==> src/rtl/bsg_fifo_pkg.sv <==
// bsg_fifo_pkg: shared pointer wrap helper and count sizing for the small counted FIFO.
package bsg_fifo_pkg;
    localparam int unsigned els_default_lp = 4;

    function automatic int unsigned count_width(input int unsigned els);
        return $clog2(els + 1);
    endfunction

    function automatic int unsigned wrap_inc(input int unsigned p, input int unsigned n);
        return (p == n - 32'd1) ? 32'd0 : p + 32'd1;
    endfunction

    typedef logic [count_width(els_default_lp)-1:0] count_t;
endpackage

==> src/rtl/bsg_fifo_occ_counter.sv <==
// bsg_fifo_occ_counter: up/down occupancy counter saturating at 0 and max_val_p.
// Optional BSG_FIFO_SIM_CHECKS_EN adds a simulation-only overflow check.
module bsg_fifo_occ_counter
    import bsg_fifo_pkg::*;
#(
    parameter int unsigned max_val_p  = 4,
    parameter int unsigned init_val_p = 0,
    parameter int unsigned max_step_p = 1,
    localparam int unsigned width_lp  = count_width(max_val_p)
) (
    input  logic                clk_i,
    input  logic                reset_n_i,
    input  logic                up_i,
    input  logic                down_i,
    output logic [width_lp-1:0] count_o
);
    logic [width_lp-1:0] r_count;
    logic                w_inc;
    logic                w_dec;

    assign w_inc   = up_i & ~down_i & (r_count != width_lp'(max_val_p));
    assign w_dec   = down_i & ~up_i & (r_count != '0);
    assign count_o = r_count;

    always_ff @(posedge clk_i or negedge reset_n_i) begin
        if (!reset_n_i)
            r_count <= width_lp'(init_val_p);
        else if (w_inc)
            r_count <= r_count + width_lp'(max_step_p);
        else if (w_dec)
            r_count <= r_count - width_lp'(max_step_p);
    end

`ifdef BSG_FIFO_SIM_CHECKS_EN
    always @(posedge clk_i)
        if (reset_n_i && (32'(r_count) > max_val_p))
            $error("bsg_fifo_occ_counter: count %0d exceeds %0d", r_count, max_val_p);
`endif
endmodule

==> src/rtl/bsg_fifo_1r1w_small_counted.sv <==
// bsg_fifo_1r1w_small_counted: small 1r1w FIFO, valid/ready in, valid/yumi out, with occupancy/vacancy counts.
// Optional BSG_FIFO_SIM_CHECKS_EN compiles in simulation-only protocol checks.
module bsg_fifo_1r1w_small_counted
    import bsg_fifo_pkg::*;
#(
    parameter int unsigned width_p = 32,
    parameter int unsigned els_p   = 4,
    localparam int unsigned ptr_width_lp  = count_width(els_p),
    localparam int unsigned addr_width_lp = (els_p > 1) ? $clog2(els_p) : 1
) (
    input  logic                    clk_i,
    input  logic                    reset_n_i,
    input  logic                    v_i,
    output logic                    ready_o,
    input  logic [width_p-1:0]      data_i,
    output logic                    v_o,
    output logic [width_p-1:0]      data_o,
    input  logic                    yumi_i,
    output logic [ptr_width_lp-1:0] occupancy_o,
    output logic [ptr_width_lp-1:0] vacancy_o
);
    logic [width_p-1:0]       r_mem [els_p];
    logic [addr_width_lp-1:0] r_wr_ptr;
    logic [addr_width_lp-1:0] r_rd_ptr;
    logic [ptr_width_lp-1:0]  w_count;
    logic                     w_enq;
    logic                     w_deq;

    // yumi without valid data is ignored, so it never reaches pointers or count
    assign w_enq = v_i & ready_o;
    assign w_deq = yumi_i & v_o;

    always_ff @(posedge clk_i)
        if (w_enq)
            r_mem[r_wr_ptr] <= data_i;

    always_ff @(posedge clk_i or negedge reset_n_i) begin
        if (!reset_n_i) begin
            r_wr_ptr <= '0;
            r_rd_ptr <= '0;
        end else begin
            if (w_enq)
                r_wr_ptr <= addr_width_lp'(wrap_inc(32'(r_wr_ptr), els_p));
            if (w_deq)
                r_rd_ptr <= addr_width_lp'(wrap_inc(32'(r_rd_ptr), els_p));
        end
    end

    bsg_fifo_occ_counter #(
        .max_val_p (els_p),
        .init_val_p(0),
        .max_step_p(1)
    ) u_occ (
        .clk_i    (clk_i),
        .reset_n_i(reset_n_i),
        .up_i     (w_enq),
        .down_i   (w_deq),
        .count_o  (w_count)
    );

    assign ready_o     = (w_count != ptr_width_lp'(els_p));
    assign v_o         = (w_count != '0);
    assign data_o      = r_mem[r_rd_ptr];
    assign occupancy_o = w_count;
    assign vacancy_o   = ptr_width_lp'(els_p) - w_count;

`ifdef BSG_FIFO_SIM_CHECKS_EN
    if (els_p < 2) begin : g_bad_els
        initial $fatal(1, "bsg_fifo_1r1w_small_counted: els_p must be >= 2");
    end
    always @(posedge clk_i)
        if (reset_n_i && yumi_i && !v_o)
            $error("bsg_fifo_1r1w_small_counted: yumi_i while empty");
`endif
endmodule

==> config.mk <==
export PLATFORM = sky130hd
export DESIGN_NAME = bsg_fifo_1r1w_small_counted
export DESIGN_NICKNAME = d
export VERILOG_FILES = /design/src/rtl/bsg_fifo_pkg.sv /design/src/rtl/bsg_fifo_occ_counter.sv /design/src/rtl/bsg_fifo_1r1w_small_counted.sv
export SDC_FILE = /design/constraint.sdc
export NUM_CORES = 1
export LEC_CHECK = 0
export BUFFER_PORTS_ARGS = -buffer_cell sky130_fd_sc_hd__buf_2
export CAP_MARGIN = 30
export CORE_ASPECT_RATIO = 1.4
export CORE_MARGIN = 5
export CORE_UTILIZATION = 51
export CTS_CLUSTER_DIAMETER = 30
export DETAILED_ROUTE_END_ITERATION = 7
export PLACE_DENSITY = 0.8
export SYNTH_ARGS = -nofsm -noshare
export SYNTH_HDL_FRONTEND = slang
export SYNTH_SLANG_ARGS = --single-unit
==> constraint.sdc <==
create_clock -name clk_i -period 2.65 [get_ports clk_i]
set_input_delay 0.3975 -clock clk_i [delete_from_list [all_inputs] [get_ports clk_i]]
set_output_delay 0.3975 -clock clk_i [all_outputs]
set_load 0.03 [all_outputs]
# Yosys cells after proc, flatten, opt, wreduce, memory -nomap -nowiden
# Memory sizes are Yosys's and may differ from the RTL's.
# Index checks and enable logic that the tools add are counted.
# classes
add_sub_neg	5
multipliers	0
n_div	0
magnitude_cmp	0
eq_ne	3
shifts	0
mux	6
n_bitwise	8
reduce_logical	2
# ops
op	n
1-bit AND	6
3-bit two-way mux	2
2-bit by 1-bit adder with 2-bit output, second input constant	2
2-bit equality test, second input constant	2
2-bit two-way mux	2
3-bit by 1-bit adder with 3-bit output, second input constant	1
3-bit inequality test, second input constant	1
3-bit nonzero test	1
3-bit by 1-bit subtractor with 3-bit output, second input constant	1
3-bit subtractor, first input constant	1
1-bit two-way mux	2
1-bit NOT	2
2-bit nonzero test	1
# word_totals
regBits	7
latch_bits	0
mem_bits_rw	128
romBits	0
elab_cells	28
memories	1
# mem_list
name	depth	width	read_ports	rd_clocked_by_memory_dff	wr	line	text
r_mem	4	32	1	0	1	bsg_fifo_1r1w_small_counted.sv:22	logic [width_p-1:0] r_mem [els_p];

# Longest topological paths before layout
# Gate-level depths: netlist of run 1.
# logic_depth
word_depth	7
ltp_mapped	10

# Modules after synthesis
# Synthesis of run 1 repeated with hierarchy kept, for this count alone.
# hier_totals
hier_cells	221
hier_area_um2	5200.0
# modules_own_cells
module	instances	cells_each	area_per_inst_um2
bsg_fifo_1r1w_small_counted	1	202	5001.0
bsg_fifo_occ_counter	1	19	198.9

# Worst setup path before layout of run 1
# No wires, ideal clock.
# synth_path
kind	reg2reg
start	register u_occ.r_count[0] (netlist: u_occ.count_o[0])
end	register u_occ.r_count[2] (netlist: u_occ.count_o[2])
setup_ns	0.139
t_arrival_ns	2.614
required_time_ns	2.511
setup_slack_ns	-0.103
path_stages_with_launch	11
n_path_buf	1
path_cell_list	dfrtp_1 inv_1 ha_1 ha_1 nor2b_4 buf_4 nand2_1 fa_1 nor3b_1 nor3_1 or4b_1
# synth_between
elab_chain_cells	6
# synth_lines
element	line	text
from (decl)	bsg_fifo_occ_counter.sv:17	logic [width_lp-1:0] r_count;
from (signal assigned)	bsg_fifo_occ_counter.sv:27	r_count <= width_lp'(init_val_p);
from (signal assigned)	bsg_fifo_occ_counter.sv:29	r_count <= r_count + width_lp'(max_step_p);
from (signal assigned)	bsg_fifo_occ_counter.sv:31	r_count <= r_count - width_lp'(max_step_p);
3-bit inequality test / 3-bit nonzero test (equally long branches)	--	
1-bit AND, on equally long branches	bsg_fifo_1r1w_small_counted.sv:30, bsg_fifo_1r1w_small_counted.sv:31	
1-bit NOT, on equally long branches	bsg_fifo_occ_counter.sv:22, bsg_fifo_occ_counter.sv:21	
1-bit AND, on equally long branches (2 in a row)	bsg_fifo_occ_counter.sv:22, bsg_fifo_occ_counter.sv:21	
2-bit nonzero test (no line) / 3-bit two-way mux (equally long branches)	--	
# Parallel ways exist; a longest one is shown, timed or not. The select of a mux whose other input is x is not followed.
# A chain may end at the register's enable or synchronous reset.

# Worst setup path in the final report of run 1
# layout_path
start	register r_rd_ptr[0]
end	output port data_o[24]
# layout_between
elab_chain_cells	1
# layout_lines
element	line	text
from (decl)	bsg_fifo_1r1w_small_counted.sv:24	logic [addr_width_lp-1:0] r_rd_ptr;
from (signal assigned)	bsg_fifo_1r1w_small_counted.sv:45	r_rd_ptr <= addr_width_lp'(wrap_inc(32'(r_rd_ptr), els_p));
memory read 4 x 32 bit	--	
to (decl)	bsg_fifo_1r1w_small_counted.sv:17	output logic [width_p-1:0] data_o,
# Every way passes these cells.

==> results.json, run 1 <==
{
  "finalWorstSetupSlack_ns": 0.131,
  "die_h_um": 129,
  "final_cell_mix": "edfxtp_1, buf_2, mux4_2",
  "endpoint_kind": "primary output",
  "setup_tns_ns": 0,
  "power.density_mw_per_mm2": 1250,
  "synth-seq-cells": 135,
  "avgSynthCellArea_um2": 23.4,
  "whs_path_depth": 1,
  "gp_congestion": 0.693,
  "dpl_worst_slack_ns": 0.138,
  "postCtsSetupBuffers": 0,
  "fp.dieW_um": 94.9,
  "drive_above_1_share": 0.480,
  "wl_um": 9010,
  "p_leak_uw": 0.00226,
  "dr_total_vias": 2408,
  "synthMuxAreaShare": 0.144,
  "crit_required_ns": 2.25,
  "fmax_mhz": 397,
  "hp-class": "input pin to flip-flop",
  "ys_seq_area_frac": 0.781,
  "outcome": "finished, final reports clean",
  "htreeDepth": 4,
  "cts_made_buffers": 17,
  "synth_warnings": 0,
  "cp_max_fo": 14,
  "final-seq-area_mm2": 0.00402,
  "worstSetupPathType": "flip-flop to primary output",
  "synth_xor_area_frac": 0.00340,
  "multi_input_area_mm2": 0.00102,
  "place.port_buffers": 75,
  "period_share": 0.950,
  "synthCells": 220,
  "cts_num_sinks": 135,
  "grt_pass1_wl_um": 14100,
  "antenna_found_initial": 0,
  "rsz0062_at_grt": "no",
  "drcViolationCount": 0,
  "grt_pass1_vias": 2580,
  "final.setup_skew_ns": 0.00726,
  "drv_slew": 0,
  "ff2ff_path_depth": 9,
  "syn-cell-area_mm2": 0.00515,
  "synth_top_family_by_area": "multiplexers",
  "fill_cells": 697,
  "synth.distinct_cells": 26,
  "synth_compound_area_frac": 0.00438,
  "stdcell_area_mm2": 0.00633,
  "ir_worst_vdd_uv": 958,
  "drtIter0Drc": 195,
  "syn-num-nets": 265,
  "layout_commonest_cell": "edfxtp_1",
  "avgViaCountPerCell": 5.21,
  "routedWlPerCell_um": 19.5,
  "firstDrtPassIters": 4,
  "io_pins": 76,
  "grt.overflow.total": 0,
  "cts-root-buf": "clkbuf_16",
  "ant_nets": 0,
  "cts_tree": "yes",
  "crit_path_start_kind": "flip-flop",
  "final-setup-viol-count": 0,
  "start_util": 0.520,
  "clk_pin_slew_worst_paths_ns": 0.06,
  "core-area_mm2": 0.00990,
  "crit_arrival_ns": 2.12,
  "row_count": 43,
  "dp_hpwl_um": 5740,
  "finalHoldViolCount": 0,
  "period_needed_ns": 2.52,
  "cts_buffer_depth": 2,
  "synth-simple-area-share": 0.0209,
  "worst_slew_pin_slew_ns": 0.507,
  "drv_cap": 0,
  "syn_to_final_growth_pct": 22.9,
  "grt_max_degree": 26,
  "relSlewSlack": 0.662,
  "hold_ws_ns": 0.207,
  "place_area_mm2": 0.00575,
  "grt_use_total": 0.165,
  "diodes": 0,
  "die_area_mm2": 0.0122,
  "synth_fa_ha_area_frac": 0.0233,
  "worstSkewPairLatency_ns": 0.40,
  "final_nets": 359
}
==> per-layer routing <==
layer | share of wire | vias to the layer above | track usage
met2 | 0.57 | 74 | 0.281
met1 | 0.37 | 1239 | 0.190
met4 | 0.0069 | 0 | 0.0705
met5 | 0 | - | 0
li1 | - | 1093 | -
met3 | 0.055 | 2 | 0.0556
==> worst paths after layout <==
check                                                to  slack (ns)                    startpoint
setup / recovery                             data_o[24]        0.13       r_rd_ptr[0]$_DFFE_PN0P_
hold / removal                    r_mem[2][7]$_DFFE_PP_        0.21                     data_i[7]
setup reg to reg           u_occ.count_o[2]$_DFFE_PN0P_        0.14  u_occ.count_o[0]$_DFFE_PN0P_
hold reg to reg            u_occ.count_o[1]$_DFFE_PN0P_        0.58  u_occ.count_o[1]$_DFFE_PN0P_
max in group asynchronous       r_rd_ptr[1]$_DFFE_PN0P_        2.10                     reset_n_i
min in group asynchronous  u_occ.count_o[0]$_DFFE_PN0P_        0.36                     reset_n_i
==> report_power, final <==
group	total (uW)	switching, uW	internal, uW
logic	2720	1670	1050
clock network	2180	809	1370
registers	3040	222	2820
==> cells by family (layout without fill, tap and decap cells) <==
group                    Yosys count  in the layout
flip-flops                       135            135
multiplexers                      34             34
buffers and inverters             19            126
AND/OR/NAND/NOR                   17             17
adder cells (fa/ha/maj)            9              9
AO/OA/AOI/OAI                      4              4
XOR/XNOR                           2              2
==> repair_timing <==
item / CTS / global route
resized for setup: 0 / 0
hold buffers: 1 / 0
hold endpoints to repair: 7 / 0
==> final cells by class <==
cell class                      count  area share
Sequential cell                   135       0.636
Multi-Input combinational cell     66       0.161
Timing Repair Buffer               86      0.0827
Clock buffer                       18      0.0678
Tap cell                          135      0.0267
Clock inverter                     14      0.0214
Inverter                            8     0.00475
==> metrics by stage <==
| stage | util | cells | total power, uW |
|---|---|---|---|
| after CTS | 0.639 | 462 | 8050 |
| after floorplan | - | 220 | 5040 |
| after global placement | 0.581 | 429 | 5770 |
| after detailed placement | 0.581 | 429 | 5830 |
| final | 0.639 | 462 | 7940 |
| after global routing | 0.639 | 462 | 8310 |
==> Yosys cell counts (all sizes together) <==
cell / count / share of area
mux4: 32 / 0.14
inv: 8 / 0.0058
o21ai: 2 / 0.0019
and2: 4 / 0.0049
xnor2: 2 / 0.0034
buf: 10 / 0.016
ha: 8 / 0.019
a21o: 1 / 0.0015
mux2: 2 / 0.0044
nor4: 1 / 0.0012
clkbuf: 1 / 0.00073
nor2b: 1 / 0.0027
edfxtp: 128 / 0.75
or4b: 1 / 0.0019
dfrtp: 7 / 0.034
nor3: 2 / 0.0019
fa: 1 / 0.0039
nand2b: 1 / 0.0012
nand4: 1 / 0.0012
nor3b: 1 / 0.0015
nor2: 1 / 0.00073
a21oi: 1 / 0.00097
nand2: 3 / 0.0022
nand3b: 1 / 0.0015
==> worst max-delay path, cell delays in order, from the launching register on <==
cell	delay (ns)
dfrtp_2	0.68
buf_4	0.29
mux4_2	0.55
buf_2	0.20
==> flip-flops by register name, indices dropped and copies added, names as in the netlist <==
register	flops
r_mem	128
u_occ.count_o	3
r_rd_ptr	2
r_wr_ptr	2
No activity file was read; power rests on OpenSTA's default activity.
==> run 2: changes to the inputs <==
BUFFER_PORTS_ARGS = unset   (was -buffer_cell sky130_fd_sc_hd__buf_2)
CORE_UTILIZATION = 56   (was 51)
DONT_BUFFER_PORTS = 1   (was unset)
PLACE_DENSITY = 0.79   (was 0.8)
SYNTH_HIERARCHICAL = 1   (was unset)
==> results.json, run 2 <==
{
  "outcome": "finished, final reports clean",
  "hp-class": "input pin to flip-flop",
  "postCtsSetupBuffers": 0,
  "avgSynthCellArea_um2": 23.5,
  "wl_um": 8300,
  "place_inst": 332,
  "crit_path_cell_trace": "buf_4 -> mux4_2",
  "crit_family": "flip-flops",
  "clk_pin_slew_worst_paths_ns": 0.05,
  "dp_hpwl_um": 5340,
  "drtIter0Drc": 120,
  "antenna_found_initial": 0,
  "place.port_buffers": 0,
  "final.setup_skew_ns": 0.0136,
  "synth_warnings": 6,
  "final_cells": 365,
  "grt.overflow.total": 0,
  "cp_max_fo": 22,
  "largest_reg_flops": 128,
  "drcViolationCount": 0,
  "worst_slew_pin_slew_ns": 0.844,
  "start_util": 0.576,
  "ir_worst_vdd_uv": 820,
  "dr_total_vias": 2162,
  "synth_most_common_cell": "edfxtp_1",
  "ys_seq_area_frac": 0.773,
  "p_leak_uw": 0.00200,
  "netlist.area_leader.share": 0.739,
  "max_stage_delay_ns": 0.68,
  "firstDrtPassIters": 4,
  "htreeDepth": 4,
  "core-area_mm2": 0.00903,
  "drv_cap": 0,
  "fp.dieW_um": 91.4,
  "setup_tns_ns": 0,
  "crit_path_start_kind": "flip-flop",
  "layout_commonest_cell": "edfxtp_1",
  "synth_edf_count": 128,
  "final_nets": 290,
  "synth_area_leaders": "edfxtp_1, mux4_2, dfrtp_1",
  "syn_to_final_growth_pct": 14.2,
  "io_pins": 76,
  "synth_area_leader_cell": "edfxtp_1",
  "die_area_mm2": 0.0113,
  "path_buf_inv": 1,
  "synthArstFlopShare": 0.0519,
  "final-setup-viol-count": 0,
  "drv_slew": 0,
  "fmax_mhz": 418,
  "cpMaxStageDelayCell": "dfrtp_4",
  "synth_flop_cell": "edfxtp_1",
  "cts_made_buffers": 17,
  "final_cell_mix": "edfxtp_1, mux4_2, clkbuf_16",
  "syn-num-nets": 266,
  "grt_pass1_vias": 2319,
  "grt_pass1_wl_um": 12900,
  "routedWlPerCell_um": 22.7,
  "synth_commonest_cells": "edfxtp_1, mux4_2, ha_1, inv_1, dfrtp_1",
  "worstSkewPairLatency_ns": 0.41,
  "cts_buffer_depth": 2,
  "row_count": 41,
  "cts_tree": "yes",
  "crit_arrival_ns": 2.00,
  "syn-cell-area_mm2": 0.00520,
  "avgViaCountPerCell": 5.92,
  "rsz0062_at_grt": "no",
  "synth.distinct_cells": 27,
  "drive_above_1_share": 0.322,
  "grt_max_degree": 35,
  "synth-seq-cells": 135,
  "diodes": 0,
  "regMostFlops": "r_mem",
  "finalHoldViolCount": 0,
  "worstSetupPathType": "flip-flop to primary output",
  "cts-root-buf": "clkbuf_16",
  "cts_num_sinks": 135,
  "grt_use_total": 0.161,
  "synthCells": 221,
  "gp_congestion": 0.657,
  "relSlewSlack": 0.437,
  "period_share": 0.904,
  "crit_required_ns": 2.25,
  "ant_nets": 0,
  "period_needed_ns": 2.39,
  "power.density_mw_per_mm2": 1290,
  "die_h_um": 124,
  "endpoint_kind": "primary output"
}
run 2: cell count changes after synthesis, moves of 3 or more:
cell	before	now
mux4_1	0	4
mux4_2	32	28
nor2_1	1	4
buf_6	4	1
buf_12	0	3
run 2: logic make-up after synthesis:
group | synth area share
buffers and inverters | 0.0253
adders and majority gates | 0.0231
muxes | 0.154
and+or+nand+nor | 0.0173
AOI/OAI and AO/OA | 0.00409
xor gates and xnor gates | 0.00337
DFF | 0.773
run 2: worst register-to-register path: stages, from the launching register on:
cell and delay [ns]:
dfrtp_2 0.39, inv_1 0.06, ha_1 0.17, ha_1 0.18
nor2b_1 0.14, nand3b_1 0.21, fa_1 0.38, nand2b_1 0.18
or4_1 0.42, o211ai_1 0.10
run 2: worst paths after layout:
check / end / cells after the start / slack (ns) / startpoint
min reg2reg: r_wr_ptr[1]$_DFFE_PN0P_ / 1 / 0.57 / r_wr_ptr[1]$_DFFE_PN0P_
max in group asynchronous: r_rd_ptr[0]$_DFFE_PN0P_ / 1 / 2.04 / reset_n_i
max: data_o[6] / 2 / 0.26 / r_rd_ptr[0]$_DFFE_PN0P_
min: r_mem[2][14]$_DFFE_PP_ / 0 / 0.07 / data_i[14]
max reg2reg: u_occ/count_o[2]$_DFFE_PN0P_ / 9 / 0.35 / u_occ/count_o[0]$_DFFE_PN0P_
min in group asynchronous: u_occ/count_o[2]$_DFFE_PN0P_ / 1 / 0.32 / reset_n_i
run 2: layout make-up:
cell class | instances | area (um^2)
multi-input combinational | 68 | 1050
clock buffer | 23 | 478
timing repair buffer | 15 | 140
inverter | 8 | 30.0
tap | 107 | 134
fill | 603 | 3090
sequential | 135 | 4030
clock inverter | 9 | 76.3
run 2: through the flow:
| stage | hold slack, ns | power, uW | cell area [um^2] | utilization | worst slack [ns] |
|---|---|---|---|---|---|
| floorplan | 0.102 | 5180 | 5210 | - | 0.0734 |
| global placement | 0.102 | 5520 | 5370 | 0.595 | 0.465 |
| detailed placement | 0.102 | 5580 | 5370 | 0.595 | 0.337 |
| CTS | 0.0611 | 7730 | 5940 | 0.658 | 0.0169 |
| global route | 0.0512 | 7990 | 5940 | 0.658 | 0.138 |
| finish | 0.0744 | 7630 | 5940 | 0.658 | 0.255 |
run 2: repair_timing:
item,CTS,global route
endpoints found under the hold margin,7,0
resized for setup,0,1
endpoints found under the setup margin,0,15
hold buffers,1,0
run 2: per-layer routing:
metal / GRT usage / vias up / routed length, um
met1: 0.169 / 1113 / 3030
met4: 0.0716 / 0 / 100
met2: 0.273 / 78 / 4560
met5: 0 / - / 0
li1: - / 962 / -
met3: 0.0779 / 9 / 607
run 2: where the power goes:
part | leakage, uW | total [uW] | switching, uW | internal, uW
combinational | 0.000474 | 2360 | 1530 | 835
sequential | 0.00125 | 3130 | 298 | 2830
clock | 0.000276 | 2140 | 787 | 1350
total | 0.00200 | 7630 | 2610 | 5020
==> run 3: changes to the inputs <==
ABC_AREA = 1   (was unset)
CORE_UTILIZATION = 57   (was 56)
PLACE_DENSITY = 0.8   (was 0.79)
==> results.json, run 3 <==
{
  "drv_cap": 0,
  "routedWlPerCell_um": 15.1,
  "rsz0062_at_grt": "no",
  "synth_compound_area_frac": 0.00168,
  "period_needed_ns": 2.23,
  "synth.distinct_cells": 14,
  "place_inst": 710,
  "synth-seq-cells": 135,
  "cp_max_fo": 8,
  "synth_area_leaders": "edfxtp_1, nand2_1, inv_1",
  "diodes": 0,
  "synthCells": 579,
  "post_cts_resized": 0,
  "cts_made_buffers": 17,
  "grt_pass1_vias": 3840,
  "finalWorstSetupSlack_ns": 0.425,
  "synth_most_common_cell": "nand2_1",
  "crit_arrival_ns": 2.57,
  "endpoint_kind": "flip-flop",
  "gp_congestion": 0.796,
  "final_cell_mix": "nand2_1, edfxtp_1, inv_1",
  "outcome": "finished, final reports clean",
  "max_stage_delay_ns": 0.53,
  "cts-root-buf": "clkbuf_16",
  "synth_fa_ha_area_frac": 0.0201,
  "grt_pass1_wl_um": 17700,
  "ant_nets": 0,
  "place_area_mm2": 0.00613,
  "worstSkewPairLatency_ns": 0.41,
  "path_buf_inv": 5,
  "worstHoldStart": "data_i[25]",
  "hold_ws_ns": 0.0801,
  "dpl_worst_slack_ns": 0.436,
  "drive_above_1_share": 0.134,
  "relSlewSlack": 0.556,
  "synth_area_leader_cell": "edfxtp_1",
  "finalHoldViolCount": 0,
  "io_pins": 76,
  "antenna_found_initial": 0,
  "avgViaCountPerCell": 4.93,
  "crit_path_start_kind": "flip-flop",
  "synth_commonest_cells": "nand2_1, edfxtp_1, inv_1",
  "cts_tree": "yes",
  "drtIter0Drc": 216,
  "avgSynthCellArea_um2": 10.3,
  "cpMaxStageDelayCell": "dfrtp_1",
  "synthMuxAreaShare": 0,
  "met3_usage": 0.0762,
  "final-setup-viol-count": 0,
  "die_h_um": 131,
  "ir_worst_vdd_uv": 850,
  "firstDrtPassIters": 4,
  "grt.overflow.total": 0,
  "grt_use_total": 0.192,
  "grt_busiest_layer": "met2",
  "worst_slew_pin_slew_ns": 0.666,
  "largest_reg_flops": 128,
  "dp_hpwl_um": 7030,
  "netlist.area_leader.share": 0.644,
  "htreeDepth": 4,
  "start_util": 0.579,
  "synthArstFlopShare": 0.0519,
  "syn_to_final_growth_pct": 13.7,
  "p_leak_uw": 0.00311,
  "stdcell_area_mm2": 0.00678,
  "row_count": 44,
  "grt_use_met2": 0.344,
  "synth-simple-area-share": 0.179,
  "core-area_mm2": 0.0103,
  "power.density_mw_per_mm2": 1260,
  "path_common_cell": "nand2_1",
  "synth_xor_area_frac": 0,
  "synth_edf_count": 128,
  "grt_max_degree": 37,
  "synth_top_family_by_area": "simple AND/OR/NAND/NOR gates",
  "die_area_mm2": 0.0126,
  "period_share": 0.840,
  "place.port_buffers": 0,
  "ys_seq_area_frac": 0.674,
  "worstSetupPathType": "flip-flop to flip-flop",
  "fmax_mhz": 449,
  "hp-class": "input pin to flip-flop",
  "crit_path_cell_trace": "ha_1 -> inv_2 -> nand2_1 -> buf_4 -> inv_2 -> inv_1 -> nor2_1 -> nand2_2 -> fa_1 -> inv_1 -> nand2_1 -> nand2_1 -> nand2_1 -> nand2_1",
  "layout_commonest_cell": "nand2_1",
  "crit_required_ns": 3.00,
  "clk_pin_slew_worst_paths_ns": 0.06,
  "final_nets": 637,
  "grt_util_met1": 0.190,
  "cp-startpoint": "u_occ/count_o[2]$_DFFE_PN0P_",
  "synth_flop_cell": "edfxtp_1",
  "regMostFlops": "r_mem",
  "drcViolationCount": 0,
  "final_cells": 743,
  "wl_um": 11200,
  "crit_family": "adder cells",
  "cts_buffer_depth": 2,
  "cts_num_sinks": 135,
  "fp.dieW_um": 96.5,
  "syn-num-nets": 624,
  "drv_slew": 0,
  "synth_warnings": 6,
  "syn-cell-area_mm2": 0.00596,
  "dr_total_vias": 3666,
  "final.setup_skew_ns": 0.0102,
  "worstReg2RegStart": "u_occ/count_o[2]$_DFFE_PN0P_"
}
[run 3: cell types whose count changed after synthesis, moves of 3 or more]
| cell | before | now |
|---|---|---|
| buf_12 | 3 | 0 |
| nand2_2 | 0 | 3 |
| mux4_2 | 28 | 0 |
| and2_1 | 4 | 0 |
| nand3_1 | 0 | 65 |
| nand2_1 | 1 | 185 |
| mux2_2 | 4 | 0 |
| mux4_1 | 4 | 0 |
| inv_1 | 8 | 122 |
| buf_6 | 1 | 11 |
| nor2_1 | 4 | 7 |
| inv_2 | 0 | 29 |
| buf_2 | 3 | 9 |
[run 3: cell families after synthesis]
kind of cell               Yosys count
AOI/OAI and AO/OA                    2
adders and majority gates            9
buffers and inverters              173
DFF                                135
and+or+nand+nor                    260
[run 3: routing by layer]
metal | routed length [um] | vias up
li1 | - | 1806
met3 | 945 | 20
met2 | 5960 | 116
met4 | 284 | 0
met1 | 4000 | 1724
met5 | 0 | -
[run 3: power breakdown]
group	switching (uW)	internal [uW]
clock	818	1660
sequential	148	2810
combinational	2430	695
total	3400	5170
[run 3: worst register-to-register path: cells and delay by family, from the launching register on]
kind | cells | cell delay (ns)
buffers and inverters | 5 | 0.42
adders and majority gates | 2 | 0.70
and+or+nand+nor | 7 | 0.50
DFF | 1 | 0.53
[run 3: final timing paths]
check / slack, ns / cells past startpoint / endpoint
setup / recovery: 0.42 / 14 / u_occ/count_o[2]$_DFFE_PN0P_
hold / removal: 0.08 / 0 / r_mem[3][25]$_DFFE_PP_
setup reg to reg: 0.42 / 14 / u_occ/count_o[2]$_DFFE_PN0P_
hold reg to reg: 0.54 / 2 / r_wr_ptr[1]$_DFFE_PN0P_
max in group asynchronous: 2.06 / 1 / r_rd_ptr[0]$_DFFE_PN0P_
min in group asynchronous: 0.32 / 1 / r_wr_ptr[0]$_DFFE_PN0P_
[run 3: cell type report]
type,instances,area (um^2)
Multi-Input combinational cell,271,1220
Inverter,151,567
Fill cell,773,3520
Timing Repair Buffer,16,160
Clock inverter,14,205
Sequential cell,135,4020
Tap cell,138,173
Clock buffer,18,429
[run 3: timing repair]
action / in CTS / in global routing
endpoints found under the hold margin: 7 / 0
hold buffers: 1 / 0
buffers inserted: 0 / 0
[run 3: per-stage QoR]
step	TNS [ns]	util	total power [uW]
6_report	0	0.658	8560
5_1_grt	0	0.658	9050
4_1_cts	0	0.658	8660
3_5_place_dp	0	0.596	6170
3_3_place_gp	0	0.596	6050
2_1_floorplan	-9.57	-	5620
